===== config.mk =====
export PLATFORM = sky130hd
export DESIGN_NAME = icache_fetch_queue
export DESIGN_NICKNAME = d
export VERILOG_FILES = /design/src/rtl/icache_fetch_queue.sv
export SDC_FILE = /design/constraint.sdc
export NUM_CORES = 1
export LEC_CHECK = 0
export BUFFER_PORTS_ARGS = -buffer_cell sky130_fd_sc_hd__buf_2
export CAP_MARGIN = 20
export CORE_ASPECT_RATIO = 0.6
export CORE_MARGIN = 8
export CORE_UTILIZATION = 45
export DETAILED_ROUTE_END_ITERATION = 12
export GPL_TIMING_DRIVEN = 1
export MAX_ROUTING_LAYER = met4
export PLACE_DENSITY = 0.74
export SKIP_LAST_GASP = 1
export SLEW_MARGIN = 20
export SYNTH_ARGS = -nofsm -noshare
export SYNTH_HDL_FRONTEND = slang
export SYNTH_SLANG_ARGS = --single-unit
export TNS_END_PERCENT = 5

===== constraint.sdc =====
create_clock -name clk -period 4.2 [get_ports clk]
set_input_delay 0.63 -clock clk [delete_from_list [all_inputs] [get_ports clk]]
set_output_delay 0.63 -clock clk [all_outputs]
set_load 0.02 [all_outputs]

===== src/rtl/icache_fetch_queue.sv =====
// Instruction-fetch front end: credit-limited icache requests, in-order {pc, instr} queue, redirect flush.
// Optional same-cycle response-to-decode bypass under `FETCH_QUEUE_BYPASS_EN.
module icache_fetch_queue #(
  parameter int unsigned ADDR_WIDTH = 32,
  parameter int unsigned DATA_WIDTH = 32,
  parameter int unsigned DEPTH      = 4,
  parameter logic [ADDR_WIDTH-1:0] RESET_PC = 32'h0000_2000,
  parameter int unsigned PC_STEP    = 4
) (
  input  logic                  clk,
  input  logic                  reset,
  input  logic                  redirect,
  input  logic [ADDR_WIDTH-1:0] redirect_pc,
  output logic [ADDR_WIDTH-1:0] icache_addr,
  output logic                  icache_re,
  input  logic                  icache_req_ready,
  input  logic                  icache_resp_valid,
  input  logic [DATA_WIDTH-1:0] icache_dout,
  output logic                  out_valid,
  output logic [DATA_WIDTH-1:0] out_instr,
  output logic [ADDR_WIDTH-1:0] out_pc,
  input  logic                  out_ready
);
  localparam int unsigned AW = $clog2(DEPTH);
  localparam int unsigned CW = AW + 1;
  // Back-to-back redirects can stack drops beyond DEPTH, so drop gets one extra bit of headroom.
  localparam int unsigned DW = CW + 1;
  localparam logic [CW:0] LP_DEPTH = (CW+1)'(DEPTH);

  logic [ADDR_WIDTH-1:0] r_fetch_pc;
  logic [ADDR_WIDTH-1:0] r_if_pc [DEPTH];
  logic [AW-1:0]         r_if_rd, r_if_wr;
  logic [ADDR_WIDTH-1:0] r_q_pc [DEPTH];
  logic [DATA_WIDTH-1:0] r_q_instr [DEPTH];
  logic [AW-1:0]         r_q_rd, r_q_wr;
  logic [CW-1:0]         r_occ, r_out;
  logic [DW-1:0]         r_drop;

  logic w_credit, w_accept, w_resp, w_resp_live, w_resp_drop, w_resp_keep;
  logic w_q_empty, w_byp, w_push, w_pop;

  assign w_credit    = ({1'b0, r_occ} + {1'b0, r_out}) < LP_DEPTH;
  assign icache_re   = !reset && !redirect && w_credit;
  assign icache_addr = r_fetch_pc;
  assign w_accept    = icache_re && icache_req_ready;

  // Responses with nothing in flight are ignored entirely.
  assign w_resp      = icache_resp_valid && ((r_drop != '0) || (r_out != '0));
  assign w_resp_drop = w_resp && (r_drop != '0);
  assign w_resp_live = w_resp && (r_drop == '0);
  assign w_resp_keep = w_resp_live && !redirect;
  assign w_q_empty   = (r_occ == '0);

`ifdef FETCH_QUEUE_BYPASS_EN
  assign w_byp     = w_resp_keep && w_q_empty;
  assign out_pc    = w_q_empty ? r_if_pc[r_if_rd] : r_q_pc[r_q_rd];
  assign out_instr = w_q_empty ? icache_dout      : r_q_instr[r_q_rd];
`else
  assign w_byp     = 1'b0;
  assign out_pc    = r_q_pc[r_q_rd];
  assign out_instr = r_q_instr[r_q_rd];
`endif

  assign out_valid = (!w_q_empty || w_byp) && !redirect;
  assign w_pop     = out_valid && out_ready && !w_q_empty;
  assign w_push    = w_resp_keep && !(w_byp && out_ready);

  // Redirect empties the in-flight PC FIFO outright; stale responses are tracked by r_drop alone.
  always_ff @(posedge clk) begin
    if (reset) begin
      r_fetch_pc <= RESET_PC;
      r_if_rd    <= '0;
      r_if_wr    <= '0;
      r_q_rd     <= '0;
      r_q_wr     <= '0;
      r_occ      <= '0;
      r_out      <= '0;
      r_drop     <= '0;
    end else if (redirect) begin
      r_fetch_pc <= redirect_pc;
      r_if_rd    <= '0;
      r_if_wr    <= '0;
      r_q_rd     <= '0;
      r_q_wr     <= '0;
      r_occ      <= '0;
      r_out      <= '0;
      r_drop     <= r_drop + DW'(r_out) - DW'(w_resp);
    end else begin
      if (w_accept) begin
        r_fetch_pc <= r_fetch_pc + ADDR_WIDTH'(PC_STEP);
        r_if_wr    <= r_if_wr + AW'(1);
      end
      if (w_resp_live) r_if_rd <= r_if_rd + AW'(1);
      if (w_push)      r_q_wr  <= r_q_wr + AW'(1);
      if (w_pop)       r_q_rd  <= r_q_rd + AW'(1);
      if (w_resp_drop) r_drop  <= r_drop - DW'(1);
      r_occ <= r_occ + CW'(w_push) - CW'(w_pop);
      r_out <= r_out + CW'(w_accept) - CW'(w_resp_live);
    end
  end

  always_ff @(posedge clk) begin
    if (w_accept) r_if_pc[r_if_wr] <= r_fetch_pc;
    if (w_push) begin
      r_q_pc[r_q_wr]    <= r_if_pc[r_if_rd];
      r_q_instr[r_q_wr] <= icache_dout;
    end
  end
endmodule


==> results.py <==
metrics = {
    "run_status": {
        "status": "finished clean",
    },
    "global_routing": {
        "grt_pass1_vias": 9261,
        "overflow": 0,
        "grt_pass1_wl_mm": 56.9,
        "antenna_found_initial": 0,
        "grt.total_usage": 0.171,
        "grt_max_degree": 51,
    },
    "timing": {
        "rsz0062_at_grt": "no",
        "min_period_over_period": 0.699,
        "setup_viol": 0,
        "fin_skew_ns": 0.0291,
        "worst_slew_pin_slew_ns": 0.846,
        "hold_viol_final": 0,
        "period_needed_ns": 2.93,
        "max_slew_margin": 0.432,
        "fmax_mhz": 341,
        "timing.setup.tns_ns": 0,
        "drv_slew": 0,
        "setup_slack_ns": 1.27,
    },
    "worst_setup_path": {
        "crit_family": "buffers and inverters",
        "crit_required_ns": 3.57,
        "worstSetupEndpointType": "primary output",
        "crit_slowest_cell": "mux4_2",
        "cp_max_fo": 34,
        "r2r_end": "r_occ[2]",
        "cp-start-kind": "register",
        "max_stage_delay_ns": 0.65,
        "r2r-start": "r_drop[0]",
        "path_buf_inv": 2,
        "crit_path_cell_trace": "buf_4, mux4_2, buf_2",
        "path_class": "reg2out",
        "rrSetupSlack_ns": 1.30,
        "arrival_ns": 2.30,
        "reg2reg_depth": 12,
    },
    "floorplanning": {
        "top_level_ports": 168,
        "die_h_um": 167,
        "dieArea_um2": 44500,
        "chipWidth_um": 267,
        "initial_utilization": 0.454,
        "coreArea_um2": 37500,
        "rows": 55,
    },
    "route": {
        "routed_wl_mm": 37.3,
        "drt_first_pass_iters": 5,
        "via_per_inst": 5.57,
        "avgRoutedWirePerCell_um": 23.1,
        "drc_errors": 0,
        "num_vias": 8995,
        "ant_nets": 0,
        "drt_iter0_markers": 896,
    },
    "yosys": {
        "synth_cell_type_count": 65,
        "yosys_warnings": 0,
        "synth-seq-cells": 438,
        "async_reset_ff_frac": 0,
        "syn_area_um2": 17000,
        "synth_edf_count": 384,
        "ys_seq_area_frac": 0.741,
        "synthCells": 884,
        "syn_nets": 979,
        "ys.flop_type": "edfxtp_1",
        "avgSynthCellArea_um2": 19.3,
    },
    "cts": {
        "clock_tree.root_cell": "clkbuf_16",
        "cts_resized": 0,
        "htree_num_levels": 2,
        "clock_sinks": 438,
        "cts_setup_buffers": 0,
        "clockBufferDepth": 3,
        "clk_pin_slew_ns": 0.07,
        "cts_tree": "done",
        "clk_latency_ns": 0.54,
        "cts_buffers": 41,
        "hold_buffers": 0,
    },
    "worst_hold_path": {
        "min_path_type": "in2reg",
        "hold_start": "redirect_pc[26]",
        "worst_hold_path.num_cells": 3,
        "hold_path_end": "icache_addr[26]",
    },
    "place": {
        "post-place-cells": 1546,
        "port_buffers": 167,
        "globalplace.congestion": 0.865,
        "hpwl_mm": 23.8,
        "dp_slack_ns": 1.25,
    },
    "layout": {
        "antennaDiodeCount": 0,
        "fin_nets": 1171,
        "fin_cells": 1614,
        "drive_above_1_share": 0.331,
        "syn_to_final_growth_pct": 16.3,
        "layout_commonest_cell": "edfxtp_1",
        "final_cell_mix": "edfxtp_1 (384), buf_2 (167), mux4_2 (96)",
    },
    "power": {
        "power_density_nw_per_um2": 447,
        "seqPwrFrac": 0.550,
        "power_frac_clock": 0.401,
        "swShare": 0.210,
        "p_sw_mw": 1.86,
        "pwr-share-comb": 0.050,
        "ir_drop_mv": 0.263,
        "p_leak_nw": 6.62,
        "p_int_mw": 6.98,
    },
    "run": {
        "drv_cap": 0,
    },
}
==> area by class of cell <==
class,count,area (µm²)
repair buffers,188,1040
fillers,2965,17700
multi-input cells,380,4140
inverters,27,104
clock buffers,52,1100
well taps,513,642
clock inverters,16,156
flip-flops and latches,438,12600
==> per-layer routing <==
metal  vias to the layer above  share of wire  wire, µm  GRT usage
li1                       3960              -         -          -
met1                      4603           0.43     16100      0.233
met2                       372           0.47     17700      0.263
met3                        60          0.076      2850     0.0374
met4                         0          0.019       703     0.0420
met5                         -              0         0          -
==> how the worst max path moves through the flow <==
stage,slack (ns),cells past startpoint,endpoint
global placement,1.31,10,r_out[2]
detailed placement,1.25,10,r_out[2]
finish,1.27,3,out_pc[21]
CTS,1.18,3,out_pc[18]
floorplan,0.90,6,r_q_instr[0][0]
global route,1.12,3,out_pc[21]
==> cells in the mapped netlist, types with 3 or more instances <==
master	number	share of area
edfxtp_1	384	0.68
mux4_2	96	0.13
a21oi_1	21	0.0062
nor3_1	8	0.0024
nand4_1	14	0.0051
a211oi_1	5	0.0022
o211ai_1	4	0.0018
xor2_1	9	0.0046
ha_1	22	0.016
mux2i_1	5	0.0029
o311ai_0	6	0.0031
xnor2_1	12	0.0062
buf_2	11	0.0032
nand3_1	13	0.0038
fa_1	3	0.0035
nor2_1	40	0.0088
a21o_1	3	0.0013
a32oi_1	3	0.0015
and2_1	7	0.0026
nand2_1	32	0.0071
o21ai_0	9	0.0026
clkbuf_1	21	0.0046
inv_1	25	0.0055
or3_1	5	0.0018
a31oi_1	7	0.0026
nor4_1	6	0.0022
buf_1	3	0.00066
and3_1	13	0.0048
dfxtp_1	54	0.064
==> cell families (layout without fill, tap and decap cells) <==
| family | after synthesis | in the layout | share of synthesized area |
|---|---|---|---|
| flops | 438 | 438 | 0.741 |
| simple gates | 160 | 160 | 0.0518 |
| mux | 102 | 102 | 0.131 |
| compound gates | 72 | 72 | 0.0289 |
| buf+inv | 66 | 283 | 0.0173 |
| fa+ha+maj | 25 | 25 | 0.0197 |
| xor+xnor | 21 | 21 | 0.0108 |
==> power groups by stage <==
stage	clock network [mW]	logic (mW)	registers [mW]
final	3.54	0.439	4.86
after global routing	3.80	0.485	4.87
after CTS	3.63	0.442	4.86
after detailed placement	0	0.439	4.95
after global placement	0	0.420	4.95
after floorplan	0	0.260	4.95
==> through the flow <==
stage               utilization  hold slack, ns  total power, mW  instance area [µm²]
floorplan                     -           0.469             5.21                17000
global placement          0.495           0.480             5.37                18500
detailed placement        0.495           0.498             5.39                18500
CTS                       0.528           0.260             8.93                19800
global route              0.528           0.267             9.16                19800
finish                    0.528           0.285             8.84                19800
==> registers in the layout (all words and copies together), names as in the netlist, named ones only <==
name         cells
icache_addr     32
r_drop           4
r_if_pc        128
r_if_rd          2
r_if_wr          2
r_occ            3
r_out            3
r_q_instr      128
r_q_pc         128
r_q_rd           2
r_q_wr           2
==> worst register-to-register path, stage by stage (launching register included) <==
cell,delay [ns]
dfxtp_1,0.32
inv_1,0.13
ha_1,0.20
nor3b_1,0.32
and3b_1,0.50
and2_1,0.21
inv_1,0.04
ha_1,0.26
inv_1,0.04
ha_1,0.18
fa_1,0.38
xnor2_1,0.17
nor2_1,0.05
No activity file was read; power rests on OpenSTA's default activity.
